## src/rtl/core_pkg.sv

```systemverilog
// Shared state encodings and defaults for the core sequencer.
package core_pkg;

  typedef enum logic [2:0] {
    FETCH    = 3'd0,
    DECODE   = 3'd1,
    ISSUE    = 3'd2,
    EXEC     = 3'd3,
    WB       = 3'd4,
    IO_OUT   = 3'd5,
    IO_IN    = 3'd6,
    MEM_WAIT = 3'd7
  } core_state_t;

  localparam int unsigned CORE_INSTR_BYTES = 4;

endpackage

```

## src/rtl/core_seq_perf.sv

```systemverilog
// Retired-instruction and stall-cycle counters for the core sequencer (built only with CORE_SEQ_PERF_EN).
module core_seq_perf (
  input  logic        clk,
  input  logic        rstn,
  input  logic        retire,
  input  logic        stall_cycle,
  output logic [31:0] perf_retired,
  output logic [31:0] perf_stall_cycles
);

  logic [31:0] retired_q;
  logic [31:0] stall_cycles_q;

  always_ff @(posedge clk or negedge rstn) begin
    if (!rstn) begin
      retired_q      <= '0;
      stall_cycles_q <= '0;
    end else begin
      if (retire)      retired_q      <= retired_q + 32'd1;
      if (stall_cycle) stall_cycles_q <= stall_cycles_q + 32'd1;
    end
  end

  assign perf_retired      = retired_q;
  assign perf_stall_cycles = stall_cycles_q;

endmodule

```

## src/rtl/core_seq_ctrl.sv

```systemverilog
// Multi-cycle instruction sequencer: owns PC, the per-instruction FSM and UART/memory handshakes.
// Optional perf counters enabled by defining CORE_SEQ_PERF_EN.
module core_seq_ctrl
  import core_pkg::*;
#(
  parameter int unsigned      PC_W        = 32,
  parameter logic [PC_W-1:0]  RESET_PC    = '0,
  parameter int unsigned      INSTR_BYTES = CORE_INSTR_BYTES,
  parameter int unsigned      DATA_W      = 32,
  parameter int unsigned      IN_W        = 8
) (
  input  logic              clk,
  input  logic              rstn,
  input  logic              stall,
  input  logic              dec_data_out,
  input  logic              dec_data_in,
  input  logic              dec_mem_access,
  input  logic              mem_ready,
  input  logic              branch_taken,
  input  logic [PC_W-1:0]   branch_addr,
  input  logic              tx_busy,
  input  logic              rx_valid,
  input  logic [IN_W-1:0]   rx_data,
  output logic [PC_W-1:0]   pc,
  output logic [2:0]        state,
  output logic              tx_start,
  output logic              rx_ack,
  output logic              in_override,
  output logic [DATA_W-1:0] in_data,
  output logic              wb_en,
  output logic              retire
`ifdef CORE_SEQ_PERF_EN
  ,
  output logic [31:0]       perf_retired,
  output logic [31:0]       perf_stall_cycles
`endif
);

  localparam logic [PC_W-1:0] PC_STEP       = PC_W'(INSTR_BYTES);
  localparam logic [PC_W-1:0] PC_ALIGN_MASK = ~PC_W'(INSTR_BYTES - 1);

  core_state_t       state_q, state_d;
  logic [PC_W-1:0]   pc_q, pc_d;
  logic              tx_start_q, tx_start_d;
  logic              rx_ack_q, rx_ack_d;
  logic              in_override_q, in_override_d;
  logic [DATA_W-1:0] in_data_q, in_data_d;
  logic              retire_q, retire_d;

  // Strobes default low and only fire on an advancing (unstalled) edge,
  // so a stalled cycle can never leave one asserted.
  always_comb begin
    state_d       = state_q;
    pc_d          = pc_q;
    tx_start_d    = 1'b0;
    rx_ack_d      = 1'b0;
    retire_d      = 1'b0;
    in_override_d = in_override_q;
    in_data_d     = in_data_q;
    if (!stall) begin
      case (state_q)
        FETCH:  state_d = DECODE;
        DECODE: state_d = ISSUE;
        ISSUE: begin
          in_override_d = 1'b0;
          in_data_d     = '0;
          if (dec_data_out)     state_d = IO_OUT;
          else if (dec_data_in) state_d = IO_IN;
          else                  state_d = EXEC;
        end
        IO_OUT: begin
          if (!tx_busy) begin
            tx_start_d = 1'b1;
            state_d    = EXEC;
          end
        end
        IO_IN: begin
          if (rx_valid) begin
            in_data_d     = DATA_W'(rx_data);
            in_override_d = 1'b1;
            rx_ack_d      = 1'b1;
            state_d       = EXEC;
          end
        end
        EXEC: begin
          if (dec_mem_access) begin
            state_d = MEM_WAIT;
          end else begin
            state_d  = WB;
            retire_d = 1'b1;
          end
        end
        MEM_WAIT: begin
          if (mem_ready) begin
            state_d  = WB;
            retire_d = 1'b1;
          end
        end
        WB: begin
          pc_d    = branch_taken ? (branch_addr & PC_ALIGN_MASK) : (pc_q + PC_STEP);
          state_d = FETCH;
        end
        default: state_d = FETCH;
      endcase
    end
  end

  always_ff @(posedge clk or negedge rstn) begin
    if (!rstn) begin
      state_q       <= FETCH;
      pc_q          <= RESET_PC;
      tx_start_q    <= 1'b0;
      rx_ack_q      <= 1'b0;
      in_override_q <= 1'b0;
      in_data_q     <= '0;
      retire_q      <= 1'b0;
    end else begin
      state_q       <= state_d;
      pc_q          <= pc_d;
      tx_start_q    <= tx_start_d;
      rx_ack_q      <= rx_ack_d;
      in_override_q <= in_override_d;
      in_data_q     <= in_data_d;
      retire_q      <= retire_d;
    end
  end

  assign pc          = pc_q;
  assign state       = state_q;
  assign tx_start    = tx_start_q;
  assign rx_ack      = rx_ack_q;
  assign in_override = in_override_q;
  assign in_data     = in_data_q;
  assign retire      = retire_q;
  assign wb_en       = (state_q == WB) && !stall;

`ifdef CORE_SEQ_PERF_EN
  logic stall_cycle;
  assign stall_cycle = stall
                    || ((state_q == IO_OUT)   && tx_busy)
                    || ((state_q == IO_IN)    && !rx_valid)
                    || ((state_q == MEM_WAIT) && !mem_ready);

  core_seq_perf u_perf (
    .clk               (clk),
    .rstn              (rstn),
    .retire            (retire_q),
    .stall_cycle       (stall_cycle),
    .perf_retired      (perf_retired),
    .perf_stall_cycles (perf_stall_cycles)
  );
`endif

endmodule

```

## config.mk

```make
export PLATFORM = sky130hd
export DESIGN_NAME = core_seq_ctrl
export DESIGN_NICKNAME = d
export VERILOG_FILES = /design/src/rtl/core_pkg.sv /design/src/rtl/core_seq_perf.sv /design/src/rtl/core_seq_ctrl.sv
export SDC_FILE = /design/constraint.sdc
export NUM_CORES = 1
export LEC_CHECK = 0
export ABC_AREA = 1
export BUFFER_PORTS_ARGS = -buffer_cell sky130_fd_sc_hd__buf_4
export CAP_MARGIN = 20
export CORE_MARGIN = 4
export CORE_UTILIZATION = 50
export CTS_CLUSTER_DIAMETER = 100
export DETAILED_ROUTE_END_ITERATION = 10
export PLACE_DENSITY = 0.82
export SLEW_MARGIN = 20
export SYNTH_ARGS = -nofsm -noshare
export SYNTH_HDL_FRONTEND = slang
export SYNTH_SLANG_ARGS = --single-unit
```

## constraint.sdc

```tcl
create_clock -name clk -period 2.1 [get_ports clk]
set_clock_uncertainty 0.15 [all_clocks]
set_input_delay 0 -clock clk [delete_from_list [all_inputs] [get_ports clk]]
set_output_delay 0 -clock clk [all_outputs]
set_load 0.005 [all_outputs]
```

==> metrics.md, run 1 <==
| Metric | Value |
|---|---|
| Outcome | finished, final reports clean |
| Initial antenna violation count | 0 |
| Design area | 4460 sq um |
| Max-cap viol count | 0 |
| Combinational share of power | 46.3% |
| Die area | 7660 sq um |
| # IOs | 122 |
| H-tree depth | 2 |
| Crit path required time | 2.16 ns |
| Reg2reg end | pc[18] |
| Worst hold path type | primary input to async pin |
| Reg2reg path depth | 10 |
| Most frequent cells in the layout | 161 x nand2_1, 97 x buf_4, 79 x nor2_1 |
| Routed WL | 9.79 mm |
| Number of cells on the critical path | 10 |
| Worst Setup End Kind | flop |
| Vias | 3597 |
| RSZ-0062 raised after global routing | false |
| Crit Path Class | flop to flop |
| Worst VDD drop | 0.603 mV |
| Sequential fraction of the synthesis area | 35.6% |
| Final TNS setup | 0 ns |
| Share of post-route cells with drive strength above 1 | 20.0% |
| Core Box Area | 6030 sq um |
| Synth warn | 0 |
| Syn Inst Count | 493 |
| Sw Ratio | 42.6% |
| Post-synthesis simple-gate area fraction | 39.1% |
| WP buf/inv | 1 |
| Critical path fanouts, max | 7 |
| Compound-Gate Fraction of Synth Area | 11.2% |
| Yosys reg bits | 45 |
| Largest family of logic cells by synthesized area | simple AND/OR/NAND/NOR gates |
| Vias in the first global route | 3532 |
| Slew Limit Fails | 0 |
| Worst slew pin tran | 0.588 ns |
| ANT nets after route | 0 |
| Internal | 0.00276 W |
| Final period util | 91.4% |
| Port Buf Inserts | 93 |
| Final setup viols | 0 |
| Largest net degree at the start of global routing | 46 |
| Post-synthesis xor/xnor area fraction | 0% |
| GRT Total Usage | 26.3% |
| Drt via density | 5.07 |
| Iteration count of the initial detailed-routing pass | 5 |
| Cell mode on critical path | nand2_1 |
| Clk sink count | 45 |
| Distinct cells, synth | 32 |
| Clock transition at path regs | 0.09 ns |
| Cell Area, Placed | 3830 sq um |
| Fill count | 499 |
| Reg power frac | 37.1% |
| Min Tclk post-route | 1.92 ns |
| Headroom to the max-slew limit | 60.8% |
| Reg2reg start | pc[3] |
| Pleak | 2.23 nW |
| Post-synthesis adder-cell area fraction | 0.396% |
| Tot Pwr | 0.00480 W |
| Kind of cell adding the most delay to the critical path | simple AND/OR/NAND/NOR gates |
| Die Y-Extent | 87.5 um |
| Commonest non-fill, non-tap cell in the layout | nand2_1 |
| GPL Wtd Cong | 0.920 |
| Fmax | 521 MHz |
| Post-DP HPWL | 6.54 mm |
| Area grow syn2layout | 41.2% |
| Initial core utilization | 52.5% |
| Wire per inst | 13.8 um |
| GR Overflow Total | 0 |
| R2R Setup Slk | 0.18 ns |
| First-pass GRT wire length | 16.2 mm |
| # diodes | 0 |
| CP max stage delay | 0.43 ns |
| Clk pwr share | 16.6% |
| Residual DRC | 0 |
| Switch Pwr | 0.00205 W |
| CTS max path bufs | 2 |
| Clk_lat worst skew | 0.31 ns |
| Row count | 28 |
| Slowest CP cell | dfrtp_1 |
| Post-synth design cell area | 3160 sq um |
| Mux contribution to synthesized area | 0% |
| Die Wd | 87.5 um |
| Mapped Avg Cell Area | 6.41 sq um |
| Post-CTS setup buffers | 0 |
| PD cells | 1080 nW/um^2 |
| Root buf cell | clkbuf_8 |
| Iteration-0 DRC Markers | 310 |
| CTS Buf Count | 5 |
| CTS tree | yes |
| Nets | 684 |
| Arr. time, crit path | 1.98 ns |
| Final Hold Viols | 0 |
| Crit path launch type | flop |
| CP cell instances | ha_1 -> nand2_1 -> nor2_1 -> nand2_2 -> nor2_2 -> nand3_1 -> o21ai_0 -> nand2_1 -> nand2_1 -> inv_1 |
-- how the worst max path moves through the flow --
| stage | startpoint | to | slack, ns |
|---|---|---|---|
| 6_report | pc[3] | pc[18] | 0.18 |
| 3_3_place_gp | pc[2] | pc[24] | 0.29 |
| 2_1_floorplan | pc[3] | pc[22] | 0.48 |
| 5_1_grt | pc[3] | pc[18] | 0.01 |
| 4_1_cts | pc[2] | pc[20] | 0.23 |
| 3_5_place_dp | pc[2] | pc[24] | 0.26 |
-- power by group through the flow --
stage               Combinational [W]  Sequential [W]  Clock, W
finish                        0.00223         0.00178  0.000797
global route                  0.00250         0.00184  0.000841
CTS                           0.00220         0.00176  0.000813
detailed placement            0.00212         0.00177         0
global placement              0.00206         0.00175         0
floorplan                     0.00118         0.00168         0
-- through the flow --
stage	util (%)	worst slack, ns	instances	hold WS (ns)
after global placement	63.6	0.289	652	-0.110
after CTS	73.9	0.233	709	0.0551
after floorplan	-	0.478	518	-0.446
final	74.1	0.181	709	0.0658
after global routing	74.1	0.0148	709	0.111
after detailed placement	63.6	0.255	652	-0.0992
-- registers in the layout, indices dropped and copies added, names as in the netlist --
name,count
in_override,1
state,3
pc,30
retire,1
tx_start,1
rx_ack,1
in_data,8
-- cells in the mapped netlist --
| cell | n | area [sq um] |
|---|---|---|
| ha_1 | 1 | 12.5 |
| o21bai_1 | 3 | 22.5 |
| nand2_2 | 2 | 12.5 |
| nand3_2 | 1 | 10.0 |
| inv_4 | 2 | 12.5 |
| a31o_2 | 1 | 8.76 |
| clkbuf_1 | 7 | 26.3 |
| a2bb2oi_1 | 1 | 8.76 |
| a31oi_1 | 1 | 6.26 |
| conb_1 | 1 | 3.75 |
| o22ai_1 | 6 | 37.5 |
| buf_2 | 5 | 25.0 |
| nor2_4 | 3 | 33.8 |
| o21ai_1 | 1 | 5.00 |
| inv_1 | 42 | 158 |
| o21ai_4 | 1 | 16.3 |
| inv_2 | 3 | 11.3 |
| nor3_1 | 4 | 20.0 |
| nand2_4 | 1 | 11.3 |
| nor2_1 | 80 | 300 |
| nand3_1 | 40 | 200 |
| nand4_1 | 1 | 6.26 |
| buf_4 | 26 | 195 |
| or2_2 | 1 | 6.26 |
| a21oi_1 | 15 | 75.1 |
| nor2_2 | 4 | 25.0 |
| dfrtp_1 | 45 | 1130 |
| a22oi_1 | 1 | 7.51 |
| nand2_1 | 161 | 604 |
| a21oi_2 | 2 | 17.5 |
| o21ai_0 | 30 | 150 |
| and2_1 | 1 | 6.26 |
-- area by class of cell --
cell class	count	area (sq um)	area share [%]
Inverter	47	181	4.07
Sequential cell	45	1130	25.2
Clock inverter	3	65.1	1.46
Timing Repair Buffer	146	1220	27.3
Tap cell	75	93.8	2.10
Clock buffer	5	68.8	1.54
Multi-Input combinational cell	388	1710	38.3
-- timing repair --
item / in CTS / in global routing
setup endpoints to repair: 0 / 3
hold endpoints to repair: 88 / 0
hold buffers: 49 / 0
gates resized for setup: 0 / 2
-- metal layers --
layer / share of wire (%) / vias up / wire, um / global-route usage [%]
met5: 0 / - / 0 / 0
met1: 40 / 1628 / 3940 / 31.8
met3: 7.7 / 25 / 752 / 5.30
li1: - / 1783 / - / -
met4: 2.1 / 0 / 203 / 6.56
met2: 50 / 161 / 4890 / 47.6
-- cells by family after synthesis --
family                     count (synthesis)
AOI/OAI and AO/OA                         62
and+or+nand+nor                          299
DFF                                       45
adders and majority gates                  1
other                                      1
buffers and inverters                     85
No activity file was read; power rests on OpenSTA's default activity.
==> run 2: changes to the inputs <==
--- a/config.mk
+++ b/config.mk
@@ -9,10 +9,10 @@
 export BUFFER_PORTS_ARGS = -buffer_cell sky130_fd_sc_hd__buf_4
 export CAP_MARGIN = 20
 export CORE_MARGIN = 4
-export CORE_UTILIZATION = 50
+export CORE_UTILIZATION = 40
 export CTS_CLUSTER_DIAMETER = 100
 export DETAILED_ROUTE_END_ITERATION = 10
-export PLACE_DENSITY = 0.82
+export PLACE_DENSITY = 0.67
 export SLEW_MARGIN = 20
 export SYNTH_ARGS = -nofsm -noshare
 export SYNTH_HDL_FRONTEND = slang
==> constraint.sdc (replaced) <==
create_clock -name clk -period 2.1 [get_ports clk]
set_clock_uncertainty 0.15 [all_clocks]
set_input_delay 0.21 -clock clk [delete_from_list [all_inputs] [get_ports clk]]
set_output_delay 0.21 -clock clk [all_outputs]
set_load 0.005 [all_outputs]
==> run 2 against run 1 <==
Worst hold slack got worse by 0.041 ns. Combinational power fell by 5%. Die area grew 23%. Maximum frequency fell by 2.1%. Clock-buffer cell count did not move. Routed wire length shrank 11%. Global-route usage shrank 7.7 points. Power down 7.8%. First-iteration DRC count is 25% lower. Register-to-register slack better by 0.09 ns.
==> metrics.md, run 2 (synthesis results as in run 1) <==
| Metric | Value |
|---|---|
| Outcome | finished, final reports clean (unchanged) |
| CTS max path bufs | 2 (unchanged) |
| Worst VDD drop | 0.487 mV (was 0.603 mV) |
| Root buf cell | clkbuf_8 (unchanged) |
| Min Tclk post-route | 1.96 ns (was 1.92 ns) |
| Most frequent cells in the layout | 161 x nand2_1, 96 x buf_4, 79 x nor2_1 (was 161 x nand2_1, 97 x buf_4, 79 x nor2_1) |
| Port Buf Inserts | 93 (unchanged) |
| Worst slew pin tran | 0.611 ns (was 0.588 ns) |
| Crit path required time | 1.74 ns (was 2.16 ns) |
| # diodes | 0 (unchanged) |
| Crit path launch type | primary input (was flop) |
| Slew Limit Fails | 0 (unchanged) |
| Reg2reg start | pc[3] (unchanged) |
| H-tree depth | 2 (unchanged) |
| Final setup viols | 0 (unchanged) |
| Reg2reg path depth | 10 (unchanged) |
| Routed WL | 8.74 mm (was 9.79 mm) |
| Fmax | 511 MHz (was 521 MHz) |
| Iteration count of the initial detailed-routing pass | 4 (was 5) |
| Share of post-route cells with drive strength above 1 | 21.1% (was 20.0%) |
| Vias | 3301 (was 3597) |
| Post-DP HPWL | 6.52 mm (was 6.54 mm) |
| Iteration-0 DRC Markers | 233 (was 310) |
| Commonest non-fill, non-tap cell in the layout | nand2_1 (unchanged) |
| Worst setup path start | stall (was pc[3]) |
| Residual DRC | 0 (unchanged) |
| Worst hold path type | primary input to flop (was primary input to async pin) |
| PD cells | 1080 nW/um^2 (about the same) |
| # placed instances | 678 (was 652) |
| Clk sink count | 45 (unchanged) |
| Reg2reg end | pc[28] (was pc[18]) |
| Largest net degree at the start of global routing | 46 (unchanged) |
| Die area | 9390 sq um (was 7660 sq um) |
| Core Box Area | 7690 sq um (was 6030 sq um) |
| Critical path fanouts, max | 21 (was 7) |
| Post-CTS setup buffers | 0 (unchanged) |
| Final period util | 93.3% (was 91.4%) |
| Worst setup endpoint | wb_en (was pc[18]) |
| GRT Total Usage | 18.6% (was 26.3%) |
| GPL Wtd Cong | 0.893 (was 0.920) |
| Drt via density | 4.72 (was 5.07) |
| Pleak | 2.05 nW (was 2.23 nW) |
| RSZ-0062 raised after global routing | false (unchanged) |
| Max reg flops | 30 (unchanged) |
| CP max stage delay | 0.53 ns (was 0.43 ns) |
| Headroom to the max-slew limit | 59.2% (was 60.8%) |
| Final Hold Viols | 0 (unchanged) |
| ANT nets after route | 0 (unchanged) |
| Max-cap viol count | 0 (unchanged) |
| Initial core utilization | 41.1% (was 52.5%) |
| Die Y-Extent | 96.9 um (was 87.5 um) |
| Crit Path Class | primary input to output port (was flop to flop) |
| GR Overflow Total | 0 (unchanged) |
| CP cell instances | dlygate4sd3_1 -> buf_4 -> inv_1 -> nand3_1 -> inv_2 -> buf_4 (was ha_1 -> nand2_1 -> nor2_1 -> nand2_2 -> nor2_2 -> nand3_1 -> o21ai_0 -> nand2_1 -> nand2_1 -> inv_1) |
| Nets | 647 (was 684) |
| CTS Buf Count | 5 (unchanged) |
| CTS tree | yes (unchanged) |
| Wire per inst | 12.5 um (was 13.8 um) |
| Slowest CP cell | dlygate4sd3_1 (was dfrtp_1) |
| Die Wd | 96.9 um (was 87.5 um) |
| Area grow syn2layout | 29.2% (was 41.2%) |
| First-pass GRT wire length | 14.8 mm (was 16.2 mm) |
| Final TNS setup | 0 ns (unchanged) |
| Cell mode on critical path | buf_4 (was nand2_1) |
| Worst Setup End Kind | output port (was flop) |
| Initial antenna violation count | 0 (unchanged) |
| Vias in the first global route | 3180 (was 3532) |
| Clock transition at path regs | 0.09 ns (about the same) |
| Final non-filler cell total | 699 (was 709) |
| Clk_lat worst skew | 0.30 ns (was 0.31 ns) |
| Row count | 32 (was 28) |
| # IOs | 122 (unchanged) |
| Arr. time, crit path | 1.60 ns (was 1.98 ns) |
| R2R Setup Slk | 0.27 ns (was 0.18 ns) |
## run 2: how the worst min path moves through the flow
stage / start / slack (ns) / cells past startpoint / endpoint
2_1_floorplan: rstn / -0.24 / 0 / in_data[0]
3_3_place_gp: rstn / 0.11 / 1 / pc[3]
3_5_place_dp: rstn / 0.12 / 1 / pc[3]
4_1_cts: branch_addr[3] / 0.02 / 3 / pc[3]
5_1_grt: branch_addr[3] / 0.03 / 3 / pc[3]
6_report: branch_addr[3] / 0.02 / 3 / pc[3]
## run 2: layer usage
layer	vias up	GRT usage (%)	routed length, um
met4	0	4.10	30
met2	102	31.8	4280
met1	1486	23.7	3760
met3	2	4.69	670
met5	-	0	0
li1	1711	-	-
## run 2: critical path, delay by kind of cell
kind / cells / cell delay, ns
buffers and inverters: 5 / 1.26
AND/OR/NAND/NOR: 1 / 0.12
## run 2: area by class of cell
type                            count  area, sq um
Timing Repair Buffer              109          851
Clock inverter                      3         17.5
Tap cell                          102          128
Sequential cell                    45         1130
Inverter                           47          181
Clock buffer                        5         68.8
Fill cell                         805         3600
Multi-Input combinational cell    388         1710
## run 2: report_power, final
part,switching (W),total (W),internal [W]
clock,0.000323,0.000553,0.000231
combinational,0.00113,0.00211,0.000987
sequential,0.000513,0.00176,0.00125
total,0.00196,0.00442,0.00246
## run 2: through the flow
step                instance area (sq um)  hold WS [ns]  power, W  utilization [%]  worst slack [ns]
finish                               4090        0.0250   0.00442             53.2             0.141
global route                         4090        0.0262   0.00486             53.2            0.0242
CTS                                  4070        0.0184   0.00445             53.0             0.134
detailed placement                   3860         0.118   0.00386             50.2             0.226
global placement                     3860         0.112   0.00383             50.2             0.255
floorplan                            3260        -0.236   0.00286                -             0.478
## run 2: what timing repair did
action                                  CTS  global route
hold endpoints to repair                 55             0
endpoints found under the setup margin    0             3
resized for setup                         0             3
hold buffers                             13             0
